**src/rtl/fifo_sc.sv**
```systemverilog
// First-word-fall-through FIFO on a single-clock RAM with a 1-cycle read.
// A 2-entry output buffer hides the RAM read latency from the consumer.

module ram_sc #(
    parameter int WORD_SIZE = 8,
    parameter int DEPTH     = 16,
    parameter int AW        = 4
) (
    input  logic                 clock,
    input  logic                 wr_en,
    input  logic [AW-1:0]        wr_addr,
    input  logic [WORD_SIZE-1:0] wr_data,
    input  logic [AW-1:0]        rd_addr,
    output logic [WORD_SIZE-1:0] rd_data
);

    logic [WORD_SIZE-1:0] mem [DEPTH];

    // Matching addresses forward the write port, whether or not wr_en is set.
    always_ff @(posedge clock) begin
        if (wr_en)
            mem[wr_addr] <= wr_data;
        if (wr_addr == rd_addr)
            rd_data <= wr_data;
        else
            rd_data <= mem[rd_addr];
    end

endmodule

module fifo_sc #(
    parameter int WORD_SIZE = 8,
    parameter int DEPTH     = 16
) (
    input  logic                         clock,
    input  logic                         n_rst,
    input  logic [WORD_SIZE-1:0]         i_data,
    input  logic                         i_valid,
    output logic                         i_ready,
    output logic [WORD_SIZE-1:0]         o_data,
    output logic                         o_valid,
    input  logic                         o_ready,
    output logic [$clog2(DEPTH+3)-1:0]   count
);

    localparam int AW  = (DEPTH > 1) ? $clog2(DEPTH) : 1;
    localparam int RCW = $clog2(DEPTH + 1);
    localparam int CW  = $clog2(DEPTH + 3);

    logic                 run;
    logic [AW-1:0]        wr_ptr;
    logic [AW-1:0]        rd_ptr;
    logic [AW-1:0]        wr_addr;
    logic [RCW-1:0]       ram_cnt;
    logic                 inflight;
    logic [1:0]           buf_cnt;
    logic [WORD_SIZE-1:0] buf0;
    logic [WORD_SIZE-1:0] buf1;
    logic [WORD_SIZE-1:0] rd_data;
    logic [2:0]           buf_occ;
    logic                 push;
    logic                 pop;
    logic                 fetch;

    function automatic logic [AW-1:0] next_ptr(input logic [AW-1:0] p);
        return (p == AW'(DEPTH - 1)) ? '0 : p + AW'(1);
    endfunction

    assign i_ready = run && (ram_cnt != RCW'(DEPTH));
    assign o_valid = (buf_cnt != 2'd0);
    assign o_data  = buf0;
    assign push    = i_valid && i_ready;
    assign pop     = o_valid && o_ready;
    assign buf_occ = {1'b0, buf_cnt} + {2'b00, inflight};
    assign fetch   = (ram_cnt != '0) && (buf_occ < (3'd2 + {2'b00, pop}));
    assign count   = CW'(ram_cnt) + CW'(inflight) + CW'(buf_cnt);

    // An idle write port is parked off the read address so no stale data is forwarded.
    assign wr_addr = push ? wr_ptr : (rd_ptr ^ AW'(1));

    ram_sc #(
        .WORD_SIZE (WORD_SIZE),
        .DEPTH     (DEPTH),
        .AW        (AW)
    ) u_ram (
        .clock   (clock),
        .wr_en   (push),
        .wr_addr (wr_addr),
        .wr_data (i_data),
        .rd_addr (rd_ptr),
        .rd_data (rd_data)
    );

    always_ff @(posedge clock or negedge n_rst) begin
        if (!n_rst) begin
            run      <= 1'b0;
            wr_ptr   <= '0;
            rd_ptr   <= '0;
            ram_cnt  <= '0;
            inflight <= 1'b0;
            buf_cnt  <= 2'd0;
        end else begin
            run      <= 1'b1;
            inflight <= fetch;
            buf_cnt  <= buf_cnt + {1'b0, inflight} - {1'b0, pop};
            if (push)
                wr_ptr <= next_ptr(wr_ptr);
            if (fetch)
                rd_ptr <= next_ptr(rd_ptr);
            if (push && !fetch)
                ram_cnt <= ram_cnt + RCW'(1);
            else if (!push && fetch)
                ram_cnt <= ram_cnt - RCW'(1);
        end
    end

    // Output buffer: buf0 is the head; an arriving read fills the first free slot.
    always_ff @(posedge clock or negedge n_rst) begin
        if (!n_rst) begin
            buf0 <= '0;
            buf1 <= '0;
        end else begin
            if (inflight && !pop) begin
                if (buf_cnt == 2'd0)
                    buf0 <= rd_data;
                else
                    buf1 <= rd_data;
            end else if (!inflight && pop) begin
                if (buf_cnt == 2'd2)
                    buf0 <= buf1;
            end else if (inflight && pop) begin
                if (buf_cnt == 2'd1) begin
                    buf0 <= rd_data;
                end else begin
                    buf0 <= buf1;
                    buf1 <= rd_data;
                end
            end
        end
    end

endmodule

```
**config.mk**
```make
export PLATFORM = sky130hd
export DESIGN_NAME = fifo_sc
export DESIGN_NICKNAME = d
export VERILOG_FILES = /design/src/rtl/fifo_sc.sv
export SDC_FILE = /design/constraint.sdc
export NUM_CORES = 1
export LEC_CHECK = 0
export ABC_CLOCK_PERIOD_IN_PS = 5000
export BUFFER_PORTS_ARGS = -buffer_cell sky130_fd_sc_hd__buf_4
export CORE_ASPECT_RATIO = 0.7
export CORE_UTILIZATION = 40
export CTS_CLUSTER_SIZE = 24
export DETAILED_ROUTE_END_ITERATION = 8
export SLEW_MARGIN = 20
export SYNTH_ARGS = -nofsm -noshare
export SYNTH_HDL_FRONTEND = slang
export SYNTH_SLANG_ARGS = --single-unit
```
**constraint.sdc**
```tcl
create_clock -name clock -period 5 [get_ports clock]
set_clock_uncertainty 0.2 [all_clocks]
set_input_delay 1 -clock clock [delete_from_list [all_inputs] [get_ports clock]]
set_output_delay 1 -clock clock [all_outputs]
set_load 0.01 [all_outputs]
```
==> impl_metrics.yaml <==
status:
  status: "complete, no violations"
synth:
  synth.distinct_cells: 50
  ys_ff_latch: 165
  synthesis.nets: 401
  ys_seq_area_share_pct: 70.0
  synth-main-ff-cell: "edfxtp_1"
  synth_top_area_share_pct: 56.7
  synth.avg_cell_area_um2: 18.1
  synth.area.top_cells: "edfxtp_1, dfrtp_1, mux4_2"
  synth_edf_count: 128
  synth_top_area_cell: "edfxtp_1"
  synthArstFlopShare_pct: 20.0
  ys_warn_count: 0
  yosysMostFrequentCell: "edfxtp_1"
  syn_area_um2: 6780
  netlist_top_cells_count: "edfxtp_1, dfrtp_1, mux4_2"
  syn_inst: 375
clock_network:
  cts_resized: 0
  insertion_delay_ns: 0.41
  cts_tree: "yes"
  cts_hold_buf: 0
  cts_buffer_depth: 2
  path_clk_slew_ns: 0.07
  cts_made_buffers: 17
  htreeDepth: 4
  cts_setup_buffers: 0
  cts_sinks: 165
  cts-root-buf: "clkbuf_16"
timing:
  report.final.hold_viol_count: 0
  rsz0062_at_grt: "no"
  finalCritPeriodShare_pct: 74.7
  max-slew-margin-rel_pct: 25.0
  layout_setup_ws_ns: 1.26
  hold_ws_ns: 0.233
  fmax_ghz: 0.268
  final-max-slew-violation-count: 0
  min_period_ns: 3.74
  tightest_slew_ns: 1.12
  setup_tns_ns: 0
  finalSetupViolations: 0
floorplan:
  io_pins: 27
  dieArea_um2: 17500
  start_util_pct: 41.2
  die_w_um: 158
  rows: 39
  fp.dieH_um: 111
  core-area_um2: 16400
finish:
  layout-drive-gt1-share_pct: 27.0
  finalNetCount: 432
  area_growth_pct: 15.1
  layoutNonFillerInstCount: 644
  n_fill_cell: 1369
  num_antenna_cells: 0
  final_util_pct: 47.4
worst_setup_path:
  critPathKind: "register to register"
  r2r-end: "ram_cnt[4]"
  ff2ff_setup_slack_ns: 1.26
  crit_arrival_ns: 3.87
  cp_data_required_time_ns: 5.13
  endpoint: "ram_cnt[4]"
  cp-end-kind: "register"
  r2r-start: "ram_cnt[1]"
  cp-start-kind: "register"
  crit_fanout: 13
  reg2reg_depth: 10
  crit_start: "ram_cnt[1]"
global_routing:
  grt_pass1_wl_um: 20600
  grt-ovfl-total: 0
  grt_pass1_vias: 3440
  antenna_found_initial: 0
  globalRouteTotalUtil_pct: 16.5
  grt_start_max_net_pins: 34
placed_design:
  place_congestion: 0.783
  io_buffers: 26
  hpwl_um: 8880
  placed_cells: 612
  dp_slack_ns: 1.43
flow_run:
  maxCapViolations: 0
route:
  ant_nets: 0
  num_vias: 3499
  drtIter0Drc: 300
  wl_per_cell_um: 20.9
  dr.pass1.iters: 4
  drc: 0
  vias_per_cell: 5.43
  drt-total-wl_um: 13500
hold_path:
  hold_class: "register to register"
power:
  p_leak_nw: 2.71
  peakVddDrop_mv: 0.248
  powerDensity_nw_per_um2: 612
logic make-up (layout without fill, tap and decap cells):
logic type | Yosys count | count (layout) | share of synthesized area (%)
flip-flops | 165 | 165 | 70.0
adder cells (fa/ha/maj) | 14 | 14 | 2.92
multiplexers | 53 | 53 | 13.8
buffers and inverters | 30 | 74 | 2.40
AND/OR/NAND/NOR | 54 | 54 | 4.23
XOR/XNOR | 11 | 11 | 1.42
other | 1 | 1 | 0.0553
AO/OA/AOI/OAI | 47 | 47 | 5.15
how the worst min path moves through the flow:
| stage | slack [ns] | cells after the start | startpoint | endpoint |
|---|---|---|---|---|
| floorplan | 0.18 | 0 | rd_ptr[3] | register |
| global placement | 0.20 | 0 | rd_ptr[3] | register |
| detailed placement | 0.20 | 0 | rd_ptr[3] | register |
| CTS | 0.22 | 0 | rd_ptr[3] | register |
| global route | 0.24 | 0 | rd_ptr[3] | register |
| finish | 0.23 | 0 | rd_ptr[3] | register |
power breakdown:
part / internal [mW] / total [mW] / leakage, nW / switching (mW)
clock: 0.689 / 1.23 / 0.278 / 0.542
combinational: 0.769 / 1.56 / 0.852 / 0.787
sequential: 1.69 / 1.99 / 1.58 / 0.300
total: 3.14 / 4.77 / 2.71 / 1.63
per-layer routing:
layer  track usage, %  routed length [um]
met5                0                   0
met4             3.69                  86
met2             23.0                5860
met1             25.5                6590
met3             4.77                 933
critical path, stage by stage (launching register included):
cell,delay (ns)
dfrtp_1,0.47
or4_1,0.58
o211ai_2,0.65
inv_1,0.27
ha_1,0.29
inv_1,0.16
ha_1,0.30
a21o_1,0.19
a21oi_1,0.17
mux2i_1,0.23
xnor2_1,0.14
layout by cell type (no fill, tap or decap), drive strengths merged, types with 9 or more instances in the layout:
cell,Yosys,final
inv,12,18
mux2i,18,18
buf,13,30
clkbuf,5,17
dfrtp,33,33
edfxtp,128,128
mux4,32,32
nand2,18,18
ha,11,11
nor2,9,9
xnor2,9,9
flip-flops by register name (all words and copies together) (netlist names), named ones only:
name	cells
buf1	8
wr_ptr	4
u_ram.mem	128
run	1
rd_ptr	4
o_data	8
inflight	1
buf_cnt	2
ram_cnt	5
metrics by stage:
step,total power [mW],cell area [um2]
after global placement,3.52,7210
after detailed placement,3.56,7220
final,4.77,7800
after floorplan,3.06,6780
after CTS,4.79,7770
after global routing,5.03,7800
cell type report:
cell class / instances / area (um2) / area share [%]
clock buffer: 17 / 425 / 5.45
multi-input combinational: 180 / 1950 / 24.9
inverter: 12 / 45.0 / 0.577
timing repair buffer: 30 / 225 / 2.89
sequential: 165 / 4750 / 60.9
clock inverter: 15 / 128 / 1.64
tap: 225 / 282 / 3.61
Note: power is estimated with default switching activity, not from simulation.
